## src/rtl/wishbone_bus_if_pkg.sv

```systemverilog
// Shared types and constants for the CPU-port to Wishbone classic master bridge.
// State encodings match the legacy WB_* defines so traces stay comparable.
package wishbone_bus_if_pkg;

   localparam int unsigned REG_BUS_W = 32;
   localparam int unsigned SEL_W     = 4;
   localparam int unsigned STALL_W   = 6;

   localparam logic [REG_BUS_W-1:0] ZERO_WORD = '0;

   typedef enum logic [1:0] {
      WB_IDLE           = 2'b00,
      WB_BUSY           = 2'b01,
      WB_WAIT_FOR_STALL = 2'b11
   } wb_state_e;

endpackage

```

## src/rtl/wishbone_bus_if.sv

```systemverilog
// Converts a single-cycle CPU memory request into a Wishbone B.4 classic transfer,
// stalling the pipeline until ack and holding read data while the pipeline is frozen.
module wishbone_bus_if
   import wishbone_bus_if_pkg::*;
#(
   parameter int unsigned TIMEOUT_CYCLES = 255
) (
   input  logic                 clk,
   input  logic                 rst,
   input  logic [STALL_W-1:0]   stall_i,
   input  logic                 flush_i,
   input  logic                 cpu_ce_i,
   input  logic [REG_BUS_W-1:0] cpu_addr_i,
   input  logic [REG_BUS_W-1:0] cpu_data_i,
   input  logic                 cpu_we_i,
   input  logic [SEL_W-1:0]     cpu_sel_i,
   output logic [REG_BUS_W-1:0] cpu_data_o,
   output logic                 stallreq,
   input  logic [REG_BUS_W-1:0] wishbone_data_i,
   input  logic                 wishbone_ack_i,
   output logic [REG_BUS_W-1:0] wishbone_addr_o,
   output logic [REG_BUS_W-1:0] wishbone_data_o,
   output logic                 wishbone_we_o,
   output logic [SEL_W-1:0]     wishbone_sel_o,
   output logic                 wishbone_stb_o,
   output logic                 wishbone_cyc_o,
   output logic                 bus_err_o
);

   localparam int unsigned CNT_W = (TIMEOUT_CYCLES < 2) ? 1 : $clog2(TIMEOUT_CYCLES);
   localparam logic [CNT_W-1:0] CNT_LAST = CNT_W'(TIMEOUT_CYCLES - 1);
   localparam logic [CNT_W-1:0] CNT_MAX  = '1;

   wb_state_e              state_q, state_d;
   logic [REG_BUS_W-1:0]   addr_q, addr_d;
   logic [REG_BUS_W-1:0]   wdata_q, wdata_d;
   logic                   we_q, we_d;
   logic [SEL_W-1:0]       sel_q, sel_d;
   logic                   stb_q, stb_d;
   logic                   cyc_q, cyc_d;
   logic [REG_BUS_W-1:0]   rd_buf_q, rd_buf_d;
   logic [CNT_W-1:0]       cnt_q, cnt_d;
   logic                   bus_err_q, bus_err_d;

   logic                   stallreq_c;
   logic [REG_BUS_W-1:0]   cpu_data_c;
   logic                   timeout_hit;

   assign timeout_hit = (TIMEOUT_CYCLES != 0) && (cnt_q == CNT_LAST);

   always_comb begin
      state_d    = state_q;
      addr_d     = addr_q;
      wdata_d    = wdata_q;
      we_d       = we_q;
      sel_d      = sel_q;
      stb_d      = stb_q;
      cyc_d      = cyc_q;
      rd_buf_d   = rd_buf_q;
      cnt_d      = cnt_q;
      bus_err_d  = 1'b0;
      stallreq_c = 1'b0;
      cpu_data_c = ZERO_WORD;

      case (state_q)
         WB_IDLE: begin
            if (cpu_ce_i && !flush_i) begin
               addr_d     = cpu_addr_i;
               wdata_d    = cpu_data_i;
               we_d       = cpu_we_i;
               sel_d      = cpu_sel_i;
               stb_d      = 1'b1;
               cyc_d      = 1'b1;
               rd_buf_d   = ZERO_WORD;
               cnt_d      = '0;
               stallreq_c = 1'b1;
               state_d    = WB_BUSY;
            end
         end

         WB_BUSY: begin
            // ack outranks flush: the bus transfer must complete once acknowledged
            if (wishbone_ack_i) begin
               stb_d   = 1'b0;
               cyc_d   = 1'b0;
               addr_d  = ZERO_WORD;
               wdata_d = ZERO_WORD;
               we_d    = 1'b0;
               sel_d   = '0;
               if (!we_q) begin
                  rd_buf_d   = wishbone_data_i;
                  cpu_data_c = wishbone_data_i;
               end
               state_d = (stall_i != '0) ? WB_WAIT_FOR_STALL : WB_IDLE;
            end else if (flush_i || timeout_hit) begin
               stb_d     = 1'b0;
               cyc_d     = 1'b0;
               addr_d    = ZERO_WORD;
               wdata_d   = ZERO_WORD;
               we_d      = 1'b0;
               sel_d     = '0;
               bus_err_d = !flush_i;
               state_d   = WB_IDLE;
            end else begin
               cnt_d      = (cnt_q == CNT_MAX) ? cnt_q : cnt_q + CNT_W'(1);
               stallreq_c = 1'b1;
            end
         end

         WB_WAIT_FOR_STALL: begin
            cpu_data_c = rd_buf_q;
            if (stall_i == '0) begin
               state_d = WB_IDLE;
            end
         end

         default: begin
            state_d = WB_IDLE;
         end
      endcase
   end

   always_ff @(posedge clk or posedge rst) begin
      if (rst) begin
         state_q   <= WB_IDLE;
         addr_q    <= '0;
         wdata_q   <= '0;
         we_q      <= 1'b0;
         sel_q     <= '0;
         stb_q     <= 1'b0;
         cyc_q     <= 1'b0;
         rd_buf_q  <= '0;
         cnt_q     <= '0;
         bus_err_q <= 1'b0;
      end else begin
         state_q   <= state_d;
         addr_q    <= addr_d;
         wdata_q   <= wdata_d;
         we_q      <= we_d;
         sel_q     <= sel_d;
         stb_q     <= stb_d;
         cyc_q     <= cyc_d;
         rd_buf_q  <= rd_buf_d;
         cnt_q     <= cnt_d;
         bus_err_q <= bus_err_d;
      end
   end

   // Reset idles the state register, but a live cpu_ce_i would still raise stallreq without this gate
   assign stallreq   = rst ? 1'b0 : stallreq_c;
   assign cpu_data_o = rst ? ZERO_WORD : cpu_data_c;

   assign wishbone_addr_o = addr_q;
   assign wishbone_data_o = wdata_q;
   assign wishbone_we_o   = we_q;
   assign wishbone_sel_o  = sel_q;
   assign wishbone_stb_o  = stb_q;
   assign wishbone_cyc_o  = cyc_q;
   assign bus_err_o       = bus_err_q;

endmodule
```

## config.mk

```make
export PLATFORM = sky130hd
export DESIGN_NAME = wishbone_bus_if
export DESIGN_NICKNAME = d
export VERILOG_FILES = /design/src/rtl/wishbone_bus_if_pkg.sv /design/src/rtl/wishbone_bus_if.sv
export SDC_FILE = /design/constraint.sdc
export NUM_CORES = 1
export LEC_CHECK = 0
export BUFFER_PORTS_ARGS = -buffer_cell sky130_fd_sc_hd__buf_4
export CORE_ASPECT_RATIO = 2
export CORE_MARGIN = 5
export CORE_UTILIZATION = 47
export CTS_CLUSTER_SIZE = 8
export DETAILED_ROUTE_END_ITERATION = 7
export MAX_ROUTING_LAYER = met4
export PLACE_DENSITY_LB_ADDON = 0.3
export SLEW_MARGIN = 5
export SYNTH_ARGS = -nofsm -noshare
export SYNTH_HDL_FRONTEND = slang
export SYNTH_SLANG_ARGS = --single-unit
```

## constraint.sdc

```tcl
create_clock -name clk -period 4.6 [get_ports clk]
set_clock_uncertainty 0.2 [all_clocks]
set_input_delay 0 -clock clk [delete_from_list [all_inputs] [get_ports clk]]
set_output_delay 0 -clock clk [all_outputs]
set_load 0.005 [all_outputs]
```

==> results of run 1 <==
==> metal layers <==
metal,wire length (microns),GRT usage [%]
met5,0,-
met4,413,10.1
met3,1140,6.83
met2,8280,43.2
met1,6050,31.7
==> logic make-up after synthesis <==
group,count (synthesis)
and+or+nand+nor,99
muxes,1
DFF,113
adders and majority gates,2
buffers and inverters,42
AOI/OAI and AO/OA,156
==> registers in the layout, summed over array words and instances (netlist names) <==
| signal | cells |
|---|---|
| bus_err_o | 1 |
| cnt_q | 8 |
| wishbone_we_o | 1 |
| wishbone_cyc_o | 1 |
| rd_buf_q | 32 |
| wishbone_data_o | 32 |
| wishbone_addr_o | 32 |
| wishbone_sel_o | 4 |
| state_q | 2 |
==> final cells by class <==
class                   count  area, sq um  share of cell area (%)
inverters                   4         17.5                   0.218
well taps                 135          169                    2.10
flip-flops and latches    113         2830                    35.1
clock buffers              22          444                    5.52
multi-input cells         258         1720                    21.4
repair buffers            328         2730                    34.0
clock inverters            10          136                    1.69
==> metrics by stage <==
stage	total power [mW]	utilization, %
floorplan	2.13	-
global placement	2.54	63.3
detailed placement	2.60	63.3
CTS	3.98	79.8
global route	4.21	79.8
finish	3.99	79.8
==> critical path, delay by kind of cell (launching register included) <==
family,cells,cell delay (ns)
compound gates,2,0.48
simple gates,2,1.35
flops,1,0.48
buf+inv,2,0.40
==> synth_stat cells (2+ instances only) <==
cell type / count / share of area (%)
a21o_1: 2 / 0.31
a22o_1: 99 / 18
buf_12: 7 / 2.9
buf_4: 2 / 0.31
buf_2: 5 / 0.52
nand3b_1: 3 / 0.47
a41oi_2: 2 / 0.67
a31oi_1: 5 / 0.65
dfrtp_1: 113 / 59
nor2_1: 5 / 0.39
o21ai_0: 34 / 3.5
nand3_1: 2 / 0.21
a32o_1: 2 / 0.42
nand2_1: 68 / 5.3
ha_1: 2 / 0.52
and3_1: 2 / 0.26
nor3_1: 2 / 0.21
inv_1: 4 / 0.31
clkbuf_1: 23 / 1.8
nor2b_1: 3 / 0.39
nand2b_1: 2 / 0.26
a21oi_1: 8 / 0.83
==> where the power goes <==
part / internal [mW] / leakage, nW / total (mW) / switching (mW)
registers: 1.32 / 1.51 / 1.56 / 0.243
clock network: 0.848 / 0.274 / 1.28 / 0.433
logic: 0.622 / 2.19 / 1.15 / 0.529
==> worst max-delay path by stage <==
stage	from	to	slack, ns
6_report	state_q[0]$_DFFE_PP0P_	cpu_data_o[27]	1.27
5_1_grt	state_q[0]$_DFFE_PP0P_	cpu_data_o[27]	0.99
4_1_cts	state_q[0]$_DFFE_PP0P_	cpu_data_o[10]	1.29
3_5_place_dp	state_q[1]$_DFFE_PP0P_	wishbone_addr_o[26]$_DFFE_PP0P_	1.57
3_3_place_gp	state_q[1]$_DFFE_PP0P_	wishbone_addr_o[10]$_DFFE_PP0P_	1.70
2_1_floorplan	rst	cpu_data_o[0]	1.06
==> qor.yml, run 1 <==
logic_synthesis:
  netlist-cell-type-count: 40
  syn_nets: 527
  synth_top_family_by_area: "compound AO/OA/AOI/OAI gates"
  synth_area_sq_um: 4820
  synthArstFlopShare_pct: 100
  synthAdderAreaFrac_pct: 0.519
  seq_area_frac_synth_pct: 58.6
  synth_edf_count: 0
  synth-simple-area-share_pct: 9.47
  ys.flop_type: "dfrtp_1"
  synth_mux_area_share_pct: 0.233
  synthXorXnorAreaFrac_pct: 0
  synth_compound_area_share_pct: 25.1
  synthCells: 413
  syn_avg_cell_area_sq_um: 11.7
  synth-seq-cells: 113
  synth_warnings: 0
critical_path:
  reg2reg_to: "wishbone_addr_o[0]$_DFFE_PP0P_"
  rrSetupSlack_ns: 1.51
  reg2regPathDepth: 4
  crit_arrival_ns: 3.13
  slowest_stage: "nor3_4"
  crit_top_cell: "buf_4"
  end_kind: "primary output"
  cp_max_fo: 63
  crit_chain: "or3b_1 -> a21o_1 -> buf_4 -> nor3_4 -> a22o_1 -> buf_4"
  crit_type: "register to primary output"
  start_kind: "register"
  max_stage_delay_ns: 0.94
  required_ns: 4.40
  rr_startpoint: "state_q[1]$_DFFE_PP0P_"
sta:
  slew_viol_final: 0
  fin_crit_sh_pct: 72.5
  setup_viol: 0
  fin_hold_ws_ns: 0.0948
  finalHoldViolCount: 0
  fmax_ghz: 0.300
  worst_pin_slew_ns: 1.25
  setup_tns_ns: 0
  relSlewSlack_pct: 16.3
  rsz0062_at_grt: "no"
  fin_ws_ns: 1.27
  fin_crit_ns: 3.33
detailed_routing:
  avgRoutedWirePerCell_microns: 18.2
  drc_errors: 0
  drt-vias-per-instance: 5.40
  vias: 4696
  drt_iter0_markers: 343
  finalWirelength_microns: 15900
  ant_nets: 0
  first_pass_iters: 5
floorplan:
  die-height_microns: 153
  die_w_microns: 81.6
  initial_core_util_pct: 47.8
  die_area_sq_um: 12500
  rows: 52
  io_pins: 217
  core-area_sq_um: 10100
clocking:
  clock-sinks: 113
  cts.path.max_buffers: 2
  postCtsSetupRepairBufs: 0
  cts.reportedPaths.clkPinSlew_ns: 0.05
  clock_latency_ns: 0.40
  cts_hold_buf: 108
  cts_tree: "built"
  cts_buffers: 17
  ctsResizeCount: 0
  root_buffer: "clkbuf_16"
  cts_max_level: 4
worst_hold_path:
  hold_class: "primary input to register"
  min_to: "cnt_q[0]$_DFFE_PP0P_"
  hold_depth: 5
  hp-start: "flush_i"
placed_design:
  dp_cells: 730
  gp_congestion: 0.850
  io_buffers: 216
  place_ws_ns: 1.57
  dp_hpwl_microns: 9860
  post_dp_cell_area_sq_um: 6380
global_routing:
  antenna_found_initial: 0
  grt_pass1_vias: 4953
  grtUsageTotal_pct: 26.8
  grt_overflow: 0
  grt_max_degree: 75
  grt_pass1_wl_microns: 24800
pwr:
  leakage_nw: 3.97
  power-per-cell-area_nw_per_um2: 496
  ir_drop_uv: 316
layout:
  design_area_sq_um: 8050
  area_growth_pct: 66.8
  final_cell_mix: "buf_4, dfrtp_1, dlygate4sd3_1"
  finalNonFillerCells: 870
  drive_gt1_share_pct: 34.8
  diodes: 0
  n_fill_cell: 584
  fin_nets: 836
  final_common_cell: "buf_4"
run_status:
  status: "finished, final reports clean"
run:
  cap_violations: 0
(Power assumes the default switching activity.)
==> run 2: changes to the inputs <==
- clock period: 4.6 -> 3.45 ns (I/O delays scaled with it)
==> run 2 against run 1 <==
Compared with the run above: clock-buffer cell count down 2; sequential share of layout area is 0.61 points lower; worst setup slack lost 0.65 ns; flip-flop and latch count is the same; combinational power grew 37%; routed wire length up 5.1%; via count is 0.83% higher; final cell count is 0.34% higher; clock power increased by 58%; register-to-register slack got worse by 0.83 ns; utilization increased by 1.4 points; critical endpoint is now cpu_data_o[7]; largest cell class unchanged.
==> qor.yml, run 2 (synthesis results as in run 1) <==
global_routing:
  grt_pass1_wl_microns: 25800  # +3.7%
  grt_max_degree: 80  # +6.7%
  antenna_found_initial: 0  # unchanged
  grt_pass1_vias: 4959  # +0.12%
  grtUsageTotal_pct: 28.1  # +1.3 points
  grt_overflow: 0  # unchanged
layout:
  n_fill_cell: 547  # -6.3%
  final_cell_mix: "buf_4, dfrtp_1, dlygate4sd3_1"
  area_growth_pct: 69.8
  fin_nets: 839  # +0.36%
  drive_gt1_share_pct: 35.6  # +0.81 points
  final_common_cell: "buf_4"
  diodes: 0  # unchanged
sta:
  finalHoldViolCount: 0  # unchanged
  setup_viol: 0  # unchanged
  slew_viol_final: 0  # unchanged
  relSlewSlack_pct: 27.0  # +11 points
  worst_pin_slew_ns: 1.10  # -0.160 ns
  fin_crit_sh_pct: 82.2
  fin_crit_ns: 2.83
  rsz0062_at_grt: "no"
  setup_tns_ns: 0  # unchanged
  fin_hold_ws_ns: 0.0684  # -0.0264 ns
  fmax_ghz: 0.353
  fin_ws_ns: 0.616  # -0.650 ns
floorplan:
  die_area_sq_um: 12500  # unchanged
  die-height_microns: 153  # unchanged
  initial_core_util_pct: 47.8  # unchanged
  io_pins: 217  # unchanged
  die_w_microns: 81.6  # unchanged
  rows: 52  # unchanged
  core-area_sq_um: 10100  # unchanged
detailed_routing:
  finalWirelength_microns: 16700  # +5.1%
  ant_nets: 0  # unchanged
  vias: 4735  # +0.83%
  drc_errors: 0  # unchanged
  drt-vias-per-instance: 5.42  # +0.48%
  first_pass_iters: 5  # unchanged
  drt_iter0_markers: 352  # +2.6%
  avgRoutedWirePerCell_microns: 19.1  # +4.7%
clocking:
  clock-sinks: 113  # unchanged
  cts.path.max_buffers: 2  # unchanged
  clock_latency_ns: 0.41  # about the same
  cts_tree: "built"
  cts.reportedPaths.clkPinSlew_ns: 0.06  # about the same
  cts_buffers: 17  # unchanged
  root_buffer: "clkbuf_16"
  cts_max_level: 4  # unchanged
placed_design:
  dp_hpwl_microns: 9890  # +0.33%
  place_ws_ns: 0.737  # -0.834 ns
  io_buffers: 216  # unchanged
  gp_congestion: 0.903  # +6.3%
critical_path:
  end_kind: "primary output"
  crit_type: "register to primary output"
  reg2regPathDepth: 5  # +1
  cp_max_fo: 63  # unchanged
  rrSetupSlack_ns: 0.68  # -0.83 ns
  crit_arrival_ns: 2.63  # -0.50 ns
  start_kind: "register"
  required_ns: 3.25  # -1.15 ns
  reg2reg_to: "wishbone_data_o[10]$_DFFE_PP0P_"
  rr_startpoint: "state_q[1]$_DFFE_PP0P_"
worst_hold_path:
  hp-start: "flush_i"
  min_to: "cnt_q[0]$_DFFE_PP0P_"
  hold_depth: 5  # unchanged
  hold_class: "primary input to register"
pwr:
  total_power_mw: 5.69  # +42%
  ir_drop_uv: 501  # +58%
  power-per-cell-area_nw_per_um2: 695  # +40%
  leakage_nw: 4.03  # +1.6%
run:
  cap_violations: 0  # unchanged
run_status:
  status: "finished, final reports clean"
run 2: power by group:
group	switching, mW	internal (mW)
Clock	0.626	1.40
Sequential	0.324	1.76
Combinational	0.730	0.850
Total	1.68	4.01
run 2: worst max path at each step:
stage	startpoint	endpoint	slack, ns	cells past startpoint
finish	state_q[0]$_DFFE_PP0P_	cpu_data_o[7]	0.62	7
global route	state_q[0]$_DFFE_PP0P_	cpu_data_o[17]	0.46	7
CTS	state_q[0]$_DFFE_PP0P_	cpu_data_o[7]	0.60	7
detailed placement	state_q[1]$_DFFE_PP0P_	wishbone_data_o[11]$_DFFE_PP0P_	0.74	5
global placement	state_q[1]$_DFFE_PP0P_	wishbone_sel_o[3]$_DFFE_PP0P_	0.84	5
floorplan	rst	cpu_data_o[0]	0.63	4
run 2: repair_timing:
item / CTS / global route
buffers inserted: 0 / 0
resized for setup: 0 / 0
hold buffers: 108 / 0
hold endpoints to repair: 138 / 0
run 2: critical path, cell delays in order (launching register included):
cell and delay (ns):
dfrtp_1 0.47, or3b_1 0.40, a21o_1 0.18, buf_4 0.29
nor3_4 0.20, buf_4 0.32, a22o_1 0.22, buf_4 0.12
run 2: per-stage QoR:
step | instance area (sq um) | cells | utilization (%)
after global routing | 8190 | 873 | 81.2
after global placement | 6420 | 733 | 63.7
after detailed placement | 6420 | 733 | 63.7
after floorplan | 4830 | 413 | -
final | 8190 | 873 | 81.2
after CTS | 8190 | 873 | 81.2
run 2: per-layer routing:
| metal | GRT usage, % | part of all wire (%) | vias to the layer above |
|---|---|---|---|
| met3 | 5.71 | 6.8 | 56 |
| met5 | - | 0 | - |
| met4 | 16.2 | 5.3 | 0 |
| li1 | - | - | 2146 |
| met2 | 47.0 | 53 | 244 |
| met1 | 29.7 | 35 | 2289 |
run 2: final cells by class:
class / instances / area, sq um / share of cell area [%]
clock buffers: 20 / 457 / 5.58
clock inverters: 12 / 229 / 2.80
multi-input cells: 258 / 1720 / 21.0
inverters: 4 / 18.8 / 0.229
repair buffers: 331 / 2770 / 33.8
flip-flops and latches: 113 / 2830 / 34.5
well taps: 135 / 169 / 2.06
